`src/rtl/inert_poll_pkg.sv`:
```
// Shared types and constants for the inertial sensor polling sequencer:
// FSM state encoding, the register-init write table and the read-command
// builder used by the burst reader.
package inert_poll_pkg;

    typedef enum logic [2:0] {
        INIT,
        SETTLE,
        IDLE,
        RD,
        PUB
    } state_t;

    localparam int unsigned INIT_LEN = 4;

    localparam logic [15:0] INIT_CMDS [INIT_LEN] = '{
        16'h0D02, 16'h1053, 16'h1150, 16'h1460
    };

    // Read command: bit 15 flags a read, [14:8] register address, dummy 0xFF
    function automatic logic [15:0] rd_cmd(input logic [7:0] addr);
        logic [7:0] w_hi;
        w_hi = addr | 8'h80;
        return {w_hi, 8'hFF};
    endfunction

endpackage

```
`src/rtl/inert_sync2.sv`:
```
// Two-flop synchroniser for the asynchronous sensor INT line, plus a third
// flop giving a one-cycle pulse on each synchronised rising edge.
module inert_sync2 (
    input  logic clk,
    input  logic rst_n,
    input  logic i_async,
    output logic o_rise
);

    logic r_meta;
    logic r_sync;
    logic r_sync_d;

    // Synchroniser chain and edge-detect delay flop
    always_ff @(posedge clk or negedge rst_n) begin
        if (!rst_n) begin
            r_meta   <= 1'b0;
            r_sync   <= 1'b0;
            r_sync_d <= 1'b0;
        end else begin
            r_meta   <= i_async;
            r_sync   <= r_meta;
            r_sync_d <= r_sync;
        end
    end

    assign o_rise = r_sync & ~r_sync_d;

endmodule

```
`src/rtl/inert_poll_seq.sv`:
```
// SPI polling sequencer for the inertial sensor. After reset it writes the
// init table, waits 2^SETTLE_W cycles, then on every synchronised INT edge
// burst-reads NUM_CH 16-bit channels byte by byte and publishes the full set
// with a one-cycle vld pulse.
// Optional build macro: INERT_WDOG_EN enables the idle watchdog (stale flag).
module inert_poll_seq
    import inert_poll_pkg::*;
#(
    parameter int unsigned          NUM_CH   = 4,
    parameter logic [NUM_CH*8-1:0]  CH_ADDR  = {8'h2C, 8'h2A, 8'h26, 8'h24},
    parameter int unsigned          SETTLE_W = 16,
    parameter int unsigned          TMO_W    = 20
) (
    input  logic                 clk,
    input  logic                 rst_n,
    input  logic                 INT,
    output logic                 wrt,
    output logic [15:0]          cmd,
    input  logic                 done,
    input  logic [15:0]          rd_data,
    output logic [NUM_CH*16-1:0] ch_data,
    output logic                 vld,
    output logic                 ovr,
    input  logic                 clr_ovr,
    output logic                 stale
);

    localparam int unsigned NB = 2 * NUM_CH;
    localparam int unsigned BW = $clog2(NB);
    localparam logic [BW-1:0] LAST_BYTE = BW'(NB - 1);
    localparam logic [1:0]    LAST_INIT = 2'(INIT_LEN - 1);

    state_t                r_state;
    state_t                w_state_nxt;
    logic                  w_rise;
    logic                  r_pend;
    logic                  r_wrt;
    logic [15:0]           r_cmd;
    logic                  w_issue;
    logic [15:0]           w_cmd_nxt;
    logic                  w_xfer_done;
    logic [1:0]            r_init_idx;
    logic [SETTLE_W-1:0]   r_settle;
    logic [BW-1:0]         r_byte;
    logic [7:0]            w_addr;
    logic [NUM_CH*16-1:0]  r_shadow;
    logic [NUM_CH*16-1:0]  w_shadow_nxt;
    logic [NUM_CH*16-1:0]  r_ch_data;
    logic                  r_vld;
    logic                  r_ovr;
    logic                  w_unused_rd;

    assign w_unused_rd = &{1'b0, rd_data[15:8]};

    inert_sync2 u_sync (
        .clk    (clk),
        .rst_n  (rst_n),
        .i_async(INT),
        .o_rise (w_rise)
    );

    assign w_xfer_done = r_pend & done;

    // Register address for the current byte: channel base, +1 for high byte
    always_comb begin
        w_addr = CH_ADDR[{r_byte >> 1, 3'b000} +: 8] + {7'd0, r_byte[0]};
    end

    // Next-state and SPI issue decode
    always_comb begin
        w_state_nxt = r_state;
        w_issue     = 1'b0;
        w_cmd_nxt   = r_cmd;
        case (r_state)
            INIT: begin
                if (!r_pend) begin
                    w_issue   = 1'b1;
                    w_cmd_nxt = INIT_CMDS[r_init_idx];
                end else if (done && (r_init_idx == LAST_INIT)) begin
                    w_state_nxt = SETTLE;
                end
            end
            SETTLE: begin
                if (r_settle == '1) begin
                    w_state_nxt = IDLE;
                end
            end
            IDLE: begin
                if (w_rise) begin
                    w_state_nxt = RD;
                end
            end
            RD: begin
                if (!r_pend) begin
                    w_issue   = 1'b1;
                    w_cmd_nxt = rd_cmd(w_addr);
                end else if (done && (r_byte == LAST_BYTE)) begin
                    w_state_nxt = PUB;
                end
            end
            PUB: begin
                w_state_nxt = IDLE;
            end
            default: begin
                w_state_nxt = INIT;
            end
        endcase
    end

    // Shadow image with the byte arriving this cycle merged in, so the
    // publish on the final done already includes the last byte
    always_comb begin
        w_shadow_nxt = r_shadow;
        if ((r_state == RD) && w_xfer_done) begin
            w_shadow_nxt[{r_byte, 3'b000} +: 8] = rd_data[7:0];
        end
    end

    // State register
    always_ff @(posedge clk or negedge rst_n) begin
        if (!rst_n) begin
            r_state <= INIT;
        end else begin
            r_state <= w_state_nxt;
        end
    end

    // SPI handshake: one-cycle wrt, command held while the transaction pends
    always_ff @(posedge clk or negedge rst_n) begin
        if (!rst_n) begin
            r_wrt  <= 1'b0;
            r_cmd  <= '0;
            r_pend <= 1'b0;
        end else begin
            r_wrt <= w_issue;
            if (w_issue) begin
                r_cmd  <= w_cmd_nxt;
                r_pend <= 1'b1;
            end else if (done) begin
                r_pend <= 1'b0;
            end
        end
    end

    // Init-table index, saturating at the last entry
    always_ff @(posedge clk or negedge rst_n) begin
        if (!rst_n) begin
            r_init_idx <= '0;
        end else if ((r_state == INIT) && w_xfer_done && (r_init_idx != LAST_INIT)) begin
            r_init_idx <= r_init_idx + 2'd1;
        end
    end

    // Settle counter runs only while in SETTLE
    always_ff @(posedge clk or negedge rst_n) begin
        if (!rst_n) begin
            r_settle <= '0;
        end else if (r_state == SETTLE) begin
            r_settle <= r_settle + 1'b1;
        end else begin
            r_settle <= '0;
        end
    end

    // Burst byte index, rearmed in IDLE and saturating at the last byte
    always_ff @(posedge clk or negedge rst_n) begin
        if (!rst_n) begin
            r_byte <= '0;
        end else if (r_state == IDLE) begin
            r_byte <= '0;
        end else if ((r_state == RD) && w_xfer_done && (r_byte != LAST_BYTE)) begin
            r_byte <= r_byte + 1'b1;
        end
    end

    // Shadow capture and atomic publish into ch_data with vld
    always_ff @(posedge clk or negedge rst_n) begin
        if (!rst_n) begin
            r_shadow  <= '0;
            r_ch_data <= '0;
            r_vld     <= 1'b0;
        end else begin
            r_shadow <= w_shadow_nxt;
            r_vld    <= (w_state_nxt == PUB);
            if (w_state_nxt == PUB) begin
                r_ch_data <= w_shadow_nxt;
            end
        end
    end

    // Sticky overrun: an INT edge during a burst; set beats clear
    always_ff @(posedge clk or negedge rst_n) begin
        if (!rst_n) begin
            r_ovr <= 1'b0;
        end else if (w_rise && ((r_state == RD) || (r_state == PUB))) begin
            r_ovr <= 1'b1;
        end else if (clr_ovr) begin
            r_ovr <= 1'b0;
        end
    end

`ifdef INERT_WDOG_EN
    logic [TMO_W-1:0] r_tmo;
    logic             r_stale;

    // Idle watchdog counter, cleared by each INT edge, saturating at all-ones
    always_ff @(posedge clk or negedge rst_n) begin
        if (!rst_n) begin
            r_tmo <= '0;
        end else if (w_rise) begin
            r_tmo <= '0;
        end else if ((r_state == IDLE) && (r_tmo != '1)) begin
            r_tmo <= r_tmo + 1'b1;
        end
    end

    // Stale flag: raised on watchdog expiry, dropped with the next publish
    always_ff @(posedge clk or negedge rst_n) begin
        if (!rst_n) begin
            r_stale <= 1'b0;
        end else if (w_state_nxt == PUB) begin
            r_stale <= 1'b0;
        end else if ((r_state == IDLE) && (r_tmo == '1)) begin
            r_stale <= 1'b1;
        end
    end

    assign stale = r_stale;
`else
    logic w_unused_tmo;
    assign w_unused_tmo = (TMO_W == 0);
    assign stale        = 1'b0;
`endif

    assign wrt     = r_wrt;
    assign cmd     = r_cmd;
    assign ch_data = r_ch_data;
    assign vld     = r_vld;
    assign ovr     = r_ovr;

endmodule

```
`config.mk`:
```
export PLATFORM = sky130hd
export DESIGN_NAME = inert_poll_seq
export DESIGN_NICKNAME = d
export VERILOG_FILES = /design/src/rtl/inert_poll_pkg.sv /design/src/rtl/inert_sync2.sv /design/src/rtl/inert_poll_seq.sv
export SDC_FILE = /design/constraint.sdc
export NUM_CORES = 1
export LEC_CHECK = 0
export CAP_MARGIN = 5
export CORE_AREA = 2 2 112 114
export DETAILED_ROUTE_END_ITERATION = 6
export DIE_AREA = 0 0 114 116
export PLACE_DENSITY = 0.87
export SLEW_MARGIN = 20
export SYNTH_ARGS = -nofsm -noshare
export SYNTH_HDL_FRONTEND = slang
export SYNTH_SLANG_ARGS = --single-unit
```
`constraint.sdc`:
```
create_clock -name clk -period 4.9 [get_ports clk]
set_input_delay 0.98 -clock clk [delete_from_list [all_inputs] [get_ports clk]]
set_output_delay 0.98 -clock clk [all_outputs]
set_load 0.005 [all_outputs]
```
### Word-level counts from Yosys, hierarchy flattened

Cells that the tools add are included.

* flip-flop bits (word level): 175
* output and inout port bits: 84
* logic and storage cells: 78

* add/subtract/negate cells: 5
* magnitude comparators: 1
* eq/ne operators: 12
* shift operators: 3
* multiplexer cells: 24
* bitwise operators: 4
* reductions and logical operators: 15

Operators with widths (count)
* 16-bit 2-to-1 mux: 5
* 64-bit bitwise mux: 1
* 64-bit 2-to-1 mux: 1
* 8-bit by 8-bit variable shift with 64-bit output, first input constant: 1
* 8-bit by 8-bit indexed part select with 64-bit output: 1
* 16-bit binary-select mux with 2-bit select: 1
* 16-bit one-hot mux with 2 select lines: 1
* 32-bit by 6-bit indexed part select with 7-bit output, first input constant: 1
* 3-bit 2-to-1 mux: 8
* 16-bit by 1-bit adder with 16-bit output, second input constant: 1
* 16-bit equality test, second input constant: 1
* 3-bit one-hot mux with 5 select lines: 1
* 3-bit equality test, second input constant: 3
* 6-bit negator with 8-bit output: 1
* 2-bit nonzero test: 4
* 7-bit by 1-bit adder with 7-bit output: 1
* 1-bit logical AND: 7
* 3-bit by 2-bit equality test with 1-bit output, second input constant: 2
* 1-bit 2-to-1 mux: 6
* 2-bit inequality test, second input constant: 3
* 4-bit AND reduction: 1
* 3-bit by 1-bit adder with 3-bit output, second input constant: 1
* 3-bit by 1-bit equality test with 1-bit output, second input constant: 1
* 3-bit >= comparator, second input constant: 1
* other kinds (9): 10

### Logic depth before layout (Yosys ltp)

Gate-level depths: netlist of run 1.

* word-level depth: 6
* gate-level depth with buffers: 8
* mapped depth without buffers: 7

### Cells and area by module

From an unflattened synthesis of run 1, not the netlist that was laid out.

* cells, all modules: 483
* area, all modules: 6921.6 um^2

Modules (own cells, without submodules)
* inert_poll_seq: times used 1, cells an instance 479, area each 6832.8 um^2
* inert_sync2: times used 1, cells an instance 4, area each 88.8 um^2

### Worst setup path after synthesis of run 1

Ideal clock, no wire load.

* path kind: input to register
* start point: input port done
* end point: register r_ch_data[40] (netlist: ch_data[40])
* arrival time: 2.251 ns
* data required time: 4.775 ns
* slack: 2.524 ns
* stages on the path: 5
* cell sequence: nand2_1 -> or4_4 -> buf_6 -> mux2_4 -> mux2_4

RTL lines
* from (decl): line inert_poll_seq.sv:19 `input logic done,`
* 1-bit AND: line inert_poll_seq.sv:62 `assign w_xfer_done = r_pend & done;`
* 1-bit logical AND: line inert_poll_seq.sv:114 `if ((r_state == RD) && w_xfer_done) begin`
* 64-bit 2-to-1 mux: line inert_poll_seq.sv:114
* via w_shadow_nxt[40]: line inert_poll_seq.sv:47 `logic [NUM_CH*16-1:0] w_shadow_nxt;`
* to (signal assigned): line inert_poll_seq.sv:186 `r_ch_data <= w_shadow_nxt;`
* to (decl): line inert_poll_seq.sv:48 `logic [NUM_CH*16-1:0] r_ch_data;`

The timed path passes the listed nets, and every way through them passes these cells.
A chain may end at the register's enable or synchronous reset.

### Final worst setup path of run 1

* start point: input port done
* end point: register r_ch_data[30] (netlist: ch_data[30])

The elaborated chain is that of the path after synthesis.

==> reports/summary.md, run 1 <==
Yosys mapped the design onto 42 distinct sky130hd cell types. The tools report the area of the die as 13200 sq um. The run gives 0.248 as the overall routing resource usage.

The worst ir drop on vdd was 0.235 mV. The biggest area contributor in the post-synthesis netlist is sky130_fd_sc_hd__dfrtp_1. After detailed routing, the number of remaining DRC violations is 0.

Dividing the detail-routed via count by the number of cells gives 5.79. First-pass GRT wire length: 24.8 mm. For the standard-cell row count, the log shows 40.

The run gives 4 as the H-tree depth reported by CTS. The iteration count of the initial detailed-routing pass was 5. The core region is 11900 sq um. For this design the total switching power over the nets is 1.21 mW. The clock drives 170 sinks. The critical path in this run is classified as in2reg. Effective utilization at floorplan: 0.578.

The run gives 0 ns as the total negative slack for setup checks. For this block, the via count after detailed routing is 4583. Maximum number of pins on one net before global-route repair: 102.

The run gives 0.326 as the share of power burned in the clock network. For the worst flop-to-flop path, the logic depth is 7. The area overhead of the layout relative to synthesis is 24.0%. Switching power share of the total: 0.285. The HPWL after detailed placement is 9.83 mm. Walking the worst path, the cells encountered are clkdlybuf4s50_1, and2_1, nand4_1, mux2_2, mux2_2. Total power divided by cell area: 499 nW/um^2. The internal power component was 3.04 mW. The logs give 0.871 for the final estimated routing congestion in global placement and 663 for the count of nets after finishing. Root buffer cell: sky130_fd_sc_hd__clkbuf_16. Of all nets on the critical path, the largest fanout is 11. The tools report the synthesized area as 6880 sq um. The clock period minus final worst setup slack is 2.86 ns, and the I/O pin count is 105. After clock tree synthesis, the clock-pin slew on the worst setup and hold paths is 0.07 ns. Gates resized during post-CTS repair numbered 0. The tools report the post-synthesis sequential area ratio as 0.618. The area share of the largest cell type after synthesis works out to 0.618.

The logs give 306 for the number of violations reported at the end of detailed-routing iteration 0 and 0.229 for the logic gate share of total power. The die is 116 um tall. Relative slew slack: 0.341. The critical path data arrival time was 3.17 ns.

The total overflow left after global routing is 0. The post-place setup slack was 1.61 ns; the data required time of the worst path was 5.21 ns. The worst path meets setup with 2.04 ns of slack.

Kind of launch point of the worst setup path: an input port. The run gives 0 as the number of hold buffers added after CTS. The logs give 4.01 nW for the leakage power total and 0 for the count of final setup violators. Share of cells above drive strength 1: 0.205. The path class of the tightest hold or removal check is reg2reg. The tools report the number of max-cap violations as 0. In this run the remaining antenna-violating nets after routing total 0. The logs give 0 for the buffer count from post-CTS setup fixing and 15.2 mm for the final wirelength. Yosys attributes the largest share of cell area to sky130_fd_sc_hd__dfrtp_1, sky130_fd_sc_hd__mux2_2, sky130_fd_sc_hd__nand2_1. In this run, CTS created clock tree buffers numbering 17. Number of pins exceeding their max-slew limit in the final report: 0. The cell count after synthesis came out at 537. Clock latency on the worst-skew pair, taken at its later pin, is 0.42 ns. The transition time of the tightest slew-check pin is 0.989 ns. Counting flops and latches in the post-synthesis netlist gives 170. The floorplan die width is 114 um.

The layout has 742 filler cells. The proportion of power drawn by flip-flops and latches was 0.445; the wire length per cell was 19.2 um. Worst stage delay on the critical path: 0.57 ns. Yosys printed 0 warnings. In this design, the critical path's most frequently occurring cell is sky130_fd_sc_hd__mux2_2.

The final count of hold timing violations was 0. The tools report the number of antenna violations at the first check in global routing as 0. The average instance in the mapped netlist occupies 12.8 sq um. The share of the clock period used by the worst path after layout came out at 0.583. Timing would allow up to 0.350 GHz. Setup repair after global routing left no endpoint under its margin. The run gives 0.0119 ns as the largest clock skew in the final design. The tools report the final antenna diode count as 0. TritonCTS built the clock tree. The flow ran to the end, and the final reports show no timing, DRC or antenna violations. STA classifies the critical path endpoint as a flop.

The worst hold path passes through 0 cells. The run gives 2 as the worst-case clock buffer depth. Input and output buffers added on the ports amount to 94.

Among all stages on the critical path, the largest delay is contributed by sky130_fd_sc_hd__clkdlybuf4s50_1. The run gives 4830 as the number of global-route vias before repair.
-- cell usage in the layout (no fill, tap or decap), types with 3 or more instances in the layout --
cell type | netlist | layout
sky130_fd_sc_hd__xnor2_1 | 8 | 8
sky130_fd_sc_hd__clkdlybuf4s50_1 | 0 | 93
sky130_fd_sc_hd__or3_1 | 5 | 5
sky130_fd_sc_hd__clkbuf_16 | 0 | 17
sky130_fd_sc_hd__inv_1 | 13 | 13
sky130_fd_sc_hd__nor4_1 | 4 | 4
sky130_fd_sc_hd__nor2_1 | 40 | 39
sky130_fd_sc_hd__o21ai_0 | 14 | 14
sky130_fd_sc_hd__a31oi_1 | 19 | 19
sky130_fd_sc_hd__bufinv_16 | 0 | 3
sky130_fd_sc_hd__o22a_1 | 3 | 3
sky130_fd_sc_hd__nand4_1 | 12 | 12
sky130_fd_sc_hd__and2_1 | 5 | 5
sky130_fd_sc_hd__a21oi_1 | 6 | 6
sky130_fd_sc_hd__nand2_1 | 67 | 67
sky130_fd_sc_hd__nand3_1 | 6 | 6
sky130_fd_sc_hd__clkinv_4 | 0 | 3
sky130_fd_sc_hd__dfrtp_1 | 170 | 170
sky130_fd_sc_hd__xor2_1 | 4 | 4
sky130_fd_sc_hd__ha_1 | 11 | 11
sky130_fd_sc_hd__buf_4 | 6 | 3
sky130_fd_sc_hd__mux2_4 | 16 | 16
sky130_fd_sc_hd__mux2_2 | 78 | 78
sky130_fd_sc_hd__nor3_1 | 7 | 7
sky130_fd_sc_hd__and4_1 | 3 | 3
sky130_fd_sc_hd__nor2b_1 | 3 | 3
-- synth_stat cells, drive strengths merged --
| library cell | n |
|---|---|
| clkinv | 1 |
| a22oi | 1 |
| a32o | 1 |
| or3 | 5 |
| a21oi | 6 |
| and4 | 3 |
| nor3 | 7 |
| a211o | 2 |
| o32ai | 1 |
| nor4 | 4 |
| clkbuf | 7 |
| nor2b | 3 |
| ha | 11 |
| dfrtp | 170 |
| nand4 | 12 |
| o21ai | 15 |
| o22a | 3 |
| or2b | 1 |
| a22o | 2 |
| nor3b | 1 |
| mux2 | 94 |
| nand3b | 2 |
| nand2 | 67 |
| and3 | 1 |
| or4 | 1 |
| and2 | 5 |
| buf | 16 |
| a31oi | 19 |
| o21a | 1 |
| inv | 13 |
| xnor2 | 8 |
| o221ai | 1 |
| xor2 | 4 |
| nand3 | 6 |
| conb | 1 |
| and3b | 2 |
| nor2 | 40 |
-- flip-flops by register name, indices dropped and copies added, names as in the netlist --
name	flops
u_sync.r_sync_d	1
cmd	11
vld	1
ch_data	64
ovr	1
r_byte	3
r_pend	1
r_shadow	64
r_state	3
u_sync.r_sync	1
r_settle	16
wrt	1
r_init_idx	2
u_sync.r_meta	1
-- power groups by stage --
stage               Combinational (mW)  Clock (mW)  Sequential (mW)
floorplan                        0.591           0             1.86
global placement                 0.887           0             1.88
detailed placement               0.947           0             1.91
CTS                              0.973        1.40             1.89
global route                      1.07        1.47             1.93
finish                           0.975        1.39             1.89
-- worst paths after layout --
path	from	endpoint	slack (ns)
worst min-delay path	u_sync.r_meta	u_sync.r_sync	0.36
worst min register to register	u_sync.r_meta	u_sync.r_sync	0.36
min in group asynchronous	rst_n	cmd[0]	0.64
worst max-delay path	done	ch_data[30]	2.04
max in group asynchronous	rst_n	r_shadow[47]	3.18
worst max register to register	r_byte[0]	ch_data[33]	2.13
-- cells by family after synthesis --
family,count (synthesis),share of synthesized area
compound gates,52,0.0477
other cells,1,0.000545
simple gates,160,0.109
fa+ha+maj,11,0.0200
mux,94,0.163
flops,170,0.618
xor+xnor,12,0.0153
buf+inv,37,0.0262
-- final cells by class --
cell class	instances	area (sq um)	share of cell area
clock buffer	20	457	0.0535
clock inverter	12	163	0.0191
inverter	14	52.6	0.00616
multi-input combinational	331	2460	0.288
sequential	170	4250	0.499
tap	147	184	0.0216
timing repair buffer	97	965	0.113
-- metal layers --
metal	track usage	share of wire	wire length, um
met3	0.0560	0.040	603
met1	0.314	0.41	6250
met2	0.409	0.52	7830
met4	0.119	0.032	488
met5	0	0	0
-- critical path, delay by kind of cell --
kind                   cells  cell delay [ns]
and+or+nand+nor            2             0.87
muxes                      2             0.73
buffers and inverters      1             0.57
-- metrics by stage --
step | hold WS [ns] | cells | area (sq um) | utilization | power (mW)
finish | 0.358 | 791 | 8530 | 0.716 | 4.25
global route | 0.362 | 791 | 8530 | 0.716 | 4.46
CTS | 0.359 | 791 | 8530 | 0.716 | 4.27
detailed placement | 0.355 | 759 | 7910 | 0.664 | 2.86
global placement | 0.337 | 759 | 7910 | 0.664 | 2.77
floorplan | 0.331 | 538 | 6880 | - | 2.45
(Power assumes the default switching activity.)
==> run 2: changes to the inputs <==
- CORE_AREA: 2 2 112 114 -> 2 2 123 125
- DIE_AREA: 0 0 114 116 -> 0 0 125 127
- PLACE_DENSITY: 0.87 -> 0.77
- clock period: 4.9 -> 2.6 ns (I/O delays scaled with it)
==> reports/summary.md, run 2 (synthesis results as in run 1) <==
From synthesis to final layout, the design area changed by 25.8%. The clock insertion delay at the later pin of the skew report came out at 0.43 ns (about the same). The post-route antenna net violation count was 0 (unchanged). The worst ir drop on vdd is 0.513 mV (+120%), and the via count normalized by instance count is 5.32 (-8.2%).

The tools report the total negative slack for setup checks as 0 ns (unchanged). For the floorplan core area, the log shows 14400 sq um (+21%). The logs give 0 (unchanged) for the final antenna diode count and 17 (unchanged) for the total clock buffers created by CTS. The worst hold path belongs to the class in2async. TritonCTS built the clock tree. The number of hold buffers added after CTS is 0 (unchanged).

The utilization of the core after routing was 0.600 (-0.116). The flow ran to the end, and the final reports show no timing, DRC or antenna violations. The cell type of the slowest stage on the worst timing path was sky130_fd_sc_hd__or4_4. Worst-case clock buffer depth: 2 (unchanged). The final wirelength came out at 14.5 mm (-4.1%). Type of destination of the critical path: a flop. H-tree depth reported by CTS: 4 (unchanged).

The run gives 4461 (-2.7%) as the count of vias placed by the detailed router. The standard-cell row count came out at 44 (+10%). The run gives 0 (unchanged) as the number of antenna violations at the first check in global routing.

The count of buffers inserted at the top-level ports is 94 (unchanged). The logs give 1104 (+49%) for the count of filler cells inserted in the layout and 4.05 nW (+1.1%) for the leakage power total. The tools report the residual DRC count as 0 (unchanged).

The overall die height came out at 127 um (+9.5%). For the final count of hold timing violations, the log shows 0 (unchanged). The largest clock skew in the final design was 0.00732 ns (-0.00461 ns).

The area of the die is 15900 sq um (+20%), and the worst setup slack for register-to-register paths is 0.16 ns (-1.97 ns). The logs give 4 (-1) for the iteration count of the initial detailed-routing pass and 0 (unchanged) for the buffer count from post-CTS setup fixing. The wire length per cell was 17.3 um (-9.6%).

Setup repair after global routing left no endpoint under its margin. The final estimated routing congestion in global placement was 0.867 (-0.45%). The number of non-filler instances in the completed layout was 839 (+6.1%). The critical path data arrival time is 2.75 ns (-0.42 ns).

Traced cell by cell, the critical path runs through inv_1, ha_1, ha_1, or4_4, mux2_4, mux2_4. The worst stage delay on the critical path was 0.68 ns (+0.11 ns); the total grt overflow was 0 (unchanged). The run gives 0 (unchanged) as the count of final setup violators. The number of violations reported at the end of detailed-routing iteration 0 is 228 (-25%). The number of pins exceeding their max-slew limit in the final report is 0 (unchanged), and the maximum number of pins on one net before global-route repair is 66 (-35%). The count of nets after finishing is 674 (+1.7%), and the share of the clock period used by the worst path after layout is 0.940.

The total power divided by cell area works out to 907 nW/um^2 (+82%). The tree is rooted in a sky130_fd_sc_hd__clkbuf_16. The tools report the maximum clock rate as 0.409 GHz. Leaving out fill and tap cells, the most frequent cell in the layout is sky130_fd_sc_hd__dfrtp_1. The data required time of the worst path is 2.91 ns (-2.30 ns), and the depth of the worst register-to-register path is 6 (-1).

The critical register-to-register path startpoint is r_byte[1]. The maximum net fanout on the critical path was 8 (-3). The library cells used most frequently in the layout, excluding fill and tap cells, are sky130_fd_sc_hd__dfrtp_1, sky130_fd_sc_hd__clkdlybuf4s50_1, sky130_fd_sc_hd__mux2_2.

Number of global-route vias before repair: 4709 (-2.5%). The endpoint identified for the worst register-to-register timing path is ch_data[44]. For the number of max-cap violations, the log shows 0 (unchanged).

The floorplan die width was 125 um (+9.6%). The run gives 0.0741 ns (-0.283 ns) as the final hold slack. The setup path with the least slack is of type reg2reg. The overall routing resource usage is 0.191 (-0.0563). The tools report the effective utilization at floorplan as 0.477 (-0.101). The total of cells resized after clock tree synthesis came out at 0 (unchanged).

I/O pin count: 105 (unchanged). The tools report the kind of launch point of the worst setup path as a flop. The run gives 170 (unchanged) as the clock net sink count.

The clock-pin slew of the registers on the worst-case setup and hold paths came out at 0.07 ns (about the same). The first-pass GRT wire length is 23.9 mm (-3.6%), and the cell count after placement is 807 (+6.3%). The transition time of the tightest slew-check pin was 0.579 ns (-0.410 ns).

The relative slew slack is 0.614 (+0.273), and the clock period minus final worst setup slack is 2.44 ns. The HPWL after detailed placement is 9.91 mm (+0.82%), and the share of cells above drive strength 1 is 0.220 (+0.0149).
## run 2: cell count changes in the layout (fill, tap and decap cells not counted), sizes merged
cell      previous run  this run
buf                  4        15
bufinv               3         1
clkbuf              20        17
clkinv               6         7
clkinvlp             1         2
inv                 16        19
## run 2: critical path: cells and delay by family, from the launching register on
family                     cells  cell delay (ns)
adders and majority gates      2             0.56
buffers and inverters          1             0.11
DFF                            1             0.38
muxes                          2             0.61
and+or+nand+nor                1             0.68
## run 2: worst max path at each step
stage / startpoint / cells past startpoint / endpoint / slack (ns)
final: r_byte[1] / 6 / ch_data[44] / 0.16
after global routing: r_byte[1] / 7 / ch_data[15] / 0.03
after CTS: r_byte[1] / 6 / ch_data[44] / 0.17
after detailed placement: done / 5 / ch_data[42] / 0.05
after global placement: done / 5 / ch_data[47] / 0.08
after floorplan: r_byte[0] / 7 / ch_data[40] / 0.24
## run 2: per-stage QoR
step           setup WS [ns]  power, mW  cell area [sq um]
3_3_place_gp          0.0816       5.27               8070
4_1_cts                0.166       7.91               8650
2_1_floorplan          0.239       4.63               6880
6_report               0.155       7.85               8650
5_1_grt               0.0250       8.26               8650
3_5_place_dp          0.0480       5.40               8070
## run 2: area by class of cell
type | instances | area (sq um) | share of cell area
timing repair buffer | 108 | 1070 | 0.124
multi-input combinational | 331 | 2460 | 0.284
clock inverter | 15 | 163 | 0.0188
tap | 184 | 230 | 0.0266
sequential | 170 | 4250 | 0.492
inverter | 14 | 52.6 | 0.00607
clock buffer | 17 | 425 | 0.0492
## run 2: report_power, final
part,leakage [nW],internal (mW),switching [mW],total (mW)
clock network,0.286,1.36,1.13,2.49
logic,1.50,0.932,0.890,1.82
registers,2.27,3.25,0.287,3.54
total,4.05,5.55,2.30,7.85
## run 2: metal layers
metal / global-route usage / up-vias / wire length, um / share of wire
met5: 0 / - / 0 / 0
met4: 0.0778 / 0 / 241 / 0.017
met3: 0.0469 / 18 / 543 / 0.037
met2: 0.328 / 101 / 7550 / 0.52
met1: 0.234 / 2266 / 6210 / 0.43
li1: - / 2076 / - / -
==> run 3: changes to the inputs <==
- CORE_AREA: 2 2 123 125 -> 2 2 122 124
- DIE_AREA: 0 0 125 127 -> 0 0 124 126
- HOLD_SLACK_MARGIN: unset -> 0.06
- PLACE_DENSITY: 0.77 -> 0.79
- SYNTH_HIERARCHICAL: unset -> 1
==> reports/summary.md, run 3 <==
The root buffer cell was sky130_fd_sc_hd__clkbuf_16. The flow ran to the end, and the final reports show no timing, DRC or antenna violations. The floorplan core area came out at 14300 sq um (-0.76%). The floorplan die width was 124 um (-0.80%). The worst setup path is captured at a flop.

Critical path data arrival time: 2.79 ns (+0.04 ns). The number of global-route vias before repair is 4416 (-6.2%). The number of antenna violations at the first check in global routing was 0 (unchanged); the I/O pin count was 105 (unchanged).

The count of nets after finishing is 626 (-7.1%), and the area share of the largest cell type after synthesis is 0.615 (-0.00380). Iteration count of the initial detailed-routing pass: 4 (unchanged). By instance count, the leading cell after synthesis is sky130_fd_sc_hd__dfrtp_1.

The switching power share of the total was 0.273 (-0.0207). The tools report the count of final setup violators as 0 (unchanged). For the synthesized area, the log shows 6920 sq um (+0.62%).

The number of gates on the worst path with buffers counted is 8 (+2). The worst ir drop on vdd was 0.477 mV (-6.9%); the largest clock skew in the final design was 0.0153 ns (+0.00797 ns). The run gives 0.238 (+0.006) as the logic gate share of total power.

The worst register-to-register path begins at r_byte[0]. The logs give 42 (unchanged) for the count of distinct cell types in the synthesized netlist and 0.484 (+0.00664) for the effective utilization at floorplan. The clock-pin slew of the registers on the worst-case setup and hold paths was 0.06 ns (about the same). The total of flip-flops plus latches after synthesis was 170 (unchanged). The library cell with the largest summed area after synthesis was sky130_fd_sc_hd__dfrtp_1. Total buffers and inverters traversed by the critical path: 2 (+1). The worst stage delay on the critical path is 0.51 ns (-0.17 ns), and the post-place setup slack is 0.00518 ns (-0.0428 ns). In the post-synthesis netlist, the biggest area contributors are sky130_fd_sc_hd__dfrtp_1, sky130_fd_sc_hd__mux2_2, sky130_fd_sc_hd__mux2_1.

Via count normalized by instance count: 5.20 (-2.2%). The run gives 17 (unchanged) as the total clock buffers created by CTS. The tools report the final antenna diode count as 0 (unchanged).

For the total grt overflow, the log shows 0 (unchanged). Gate family responsible for the most delay along the worst path: simple AND/OR/NAND/NOR gates. For the final wirelength, the log shows 13.4 mm (-7.7%). The tools report the area of the die as 15600 sq um (-1.6%). The area overhead of the layout relative to synthesis works out to 28.0%.

The count of buffers inserted at the top-level ports is 94 (unchanged). Counting instances in the post-synthesis netlist gives the leading cell types as sky130_fd_sc_hd__dfrtp_1, sky130_fd_sc_hd__mux2_2, sky130_fd_sc_hd__mux2_1. For the cell count after synthesis, the log shows 483 (-10%). The HPWL after detailed placement was 8.89 mm (-10%).

The run gives 168 (-26%) as the number of violations reported at the end of detailed-routing iteration 0. The final count of hold timing violations was 0 (unchanged). The number of pins exceeding their max-slew limit in the final report is 0 (unchanged). STA classifies the critical path startpoint as a flop.

Leaving out fill and tap cells, the most frequent cell in the layout is sky130_fd_sc_hd__dfrtp_1. The tools report the overall routing resource usage as 0.189 (-0.00200). The post-route antenna net violation count was 0 (unchanged); the number of warnings issued by yosys was 6 (+6).

The residual DRC count came out at 0 (unchanged). The internal power component was 5.76 mW (+3.9%). The run gives 0.109 ns (+0.0349 ns) as the final hold slack. The share of cells above drive strength 1 works out to 0.252 (+0.0322).

The tools report the clock insertion delay at the later pin of the skew report as 0.42 ns (about the same). The clock net sink count is 170 (unchanged), and the relative slew slack is 0.658 (+0.0436). Traced cell by cell, the critical path runs through inv_1, ha_2, ha_4, or4b_4, nor3_4, buf_12, mux2_2, mux2_1. The logs give 22.4 mm (-6.3%) for the first-pass GRT wire length and 0.101 ns (-0.0540 ns) for the least setup slack across all paths after layout. The maximum clock rate was 0.400 GHz (-2.2%); the wire length per cell was 17.0 um (-2.1%). TritonCTS built the clock tree. The run gives 0 (unchanged) as the number of max-cap violations. The total power divided by cell area was 894 nW/um^2 (-1.4%); the count of flip-flops with a built-in enable after synthesis was 0 (unchanged). Setup repair after global routing left no endpoint under its margin. The leakage power total was 4.09 nW (+0.91%); the data required time of the worst path was 2.89 ns (-0.02 ns). The fraction of registers with async set or reset after synthesis is 1.00 (unchanged), and the share of the clock period used by the worst path after layout is 0.961 (+0.0208).

The final estimated routing congestion in global placement is 0.789 (-9.0%). For this design, the slowest cell found on the critical path is sky130_fd_sc_hd__or4b_4. The proportion of power drawn by flip-flops and latches was 0.438 (-0.013).

In this run the worst setup path begins at r_byte[0]. In this run the worst hold path is classified as in2async. Post-synthesis sequential area ratio: 0.615 (-0.00380). Among all flip-flop cells after synthesis, the most frequent one is sky130_fd_sc_hd__dfrtp_1. The type of the worst setup path is reg2reg. The maximum number of pins on one net before global-route repair was 91 (+38%).

The clock period minus final worst setup slack was 2.50 ns (+0.0540 ns); the switching power total was 2.16 mW (-6.2%). For the total negative slack for setup checks, the log shows 0 ns (unchanged). The logs give 44 (unchanged) for the standard-cell row count and 2 (unchanged) for the worst-case clock buffer depth. Leaving out fill and tap cells, the most frequent cells in the layout are sky130_fd_sc_hd__dfrtp_1, sky130_fd_sc_hd__clkdlybuf4s50_1, sky130_fd_sc_hd__mux2_2. The overall die height came out at 126 um (-0.79%). The depth of the worst register-to-register path works out to 8 (+2). H-tree depth reported by CTS: 4 (unchanged). The synthesized area per cell was 14.3 sq um (+12%); the share of power burned in the clock network was 0.323 (+0.006). The maximum net fanout on the critical path was 8 (unchanged); the count of vias placed by the detailed router was 4115 (-7.8%). The transition time of the tightest slew-check pin works out to 0.509 ns (-0.0693 ns).
[run 3: changes by cell type after synthesis, sizes merged, moves of 3 or more]
cell / before / now
and2: 5 / 1
nor2: 40 / 30
o22a: 3 / 0
and4: 3 / 0
a21oi: 6 / 10
nor3: 7 / 13
mux2: 94 / 130
xnor2: 8 / 14
a31oi: 19 / 2
nand2: 67 / 13
clkbuf: 7 / 4
xor2: 4 / 1
nand4: 12 / 4
[run 3: metrics by stage]
stage,util,instance area (sq um),power [mW],cells
2_1_floorplan,-,6930,4.67,484
3_3_place_gp,0.575,8230,5.24,757
3_5_place_dp,0.575,8230,5.37,757
4_1_cts,0.618,8850,7.98,790
5_1_grt,0.619,8860,8.36,791
6_report,0.619,8860,7.92,791
[run 3: power groups by stage]
stage / registers, mW / logic, mW / clock network, mW
after floorplan: 3.45 / 1.23 / 0
after global placement: 3.48 / 1.76 / 0
after detailed placement: 3.52 / 1.84 / 0
after CTS: 3.48 / 1.89 / 2.61
after global routing: 3.54 / 2.09 / 2.73
final: 3.47 / 1.89 / 2.56
[run 3: final cells by class]
class                      count  area (sq um)
clock buffer                  23           468
tap                          184           230
sequential                   170          4250
inverter                      12          45.0
multi-input combinational    281          2520
fill                        1071          5450
timing repair buffer         112          1200
clock inverter                 9           136
[run 3: layer usage]
metal / vias up / global-route usage / part of all wire
li1: 1907 / - / -
met1: 2106 / 0.253 / 0.44
met2: 89 / 0.301 / 0.50
met3: 13 / 0.0516 / 0.038
met4: 0 / 0.0621 / 0.015
met5: - / 0 / 0
[run 3: what timing repair did]
item / CTS / global route
hold buffers: 0 / 0
endpoints found under the hold margin: 0 / 0
gates cloned: 0 / 0
buffers inserted: 1 / 1
resized for setup: 1 / 1
setup endpoints to repair: 4 / 14
pin swaps: 1 / 1
[run 3: kinds of logic after synthesis]
group	after synthesis	synth area share
buffers and inverters	33	0.0246
xor gates and xnor gates	15	0.0190
adders and majority gates	11	0.0199
muxes	132	0.214
and+or+nand+nor	92	0.0833
DFF	170	0.615
AOI/OAI and AO/OA	29	0.0237
other	1	0.000542
[run 3: path summary, 6_finish.rpt]
path                                 endpoint  slack, ns
min in group clk                u_sync/r_sync       0.36
worst max-delay path              ch_data[16]       0.10
worst min-delay path            r_init_idx[1]       0.11
worst max register to register    ch_data[16]       0.10
worst min register to register  u_sync/r_sync       0.36
max in group asynchronous         ch_data[39]       2.09
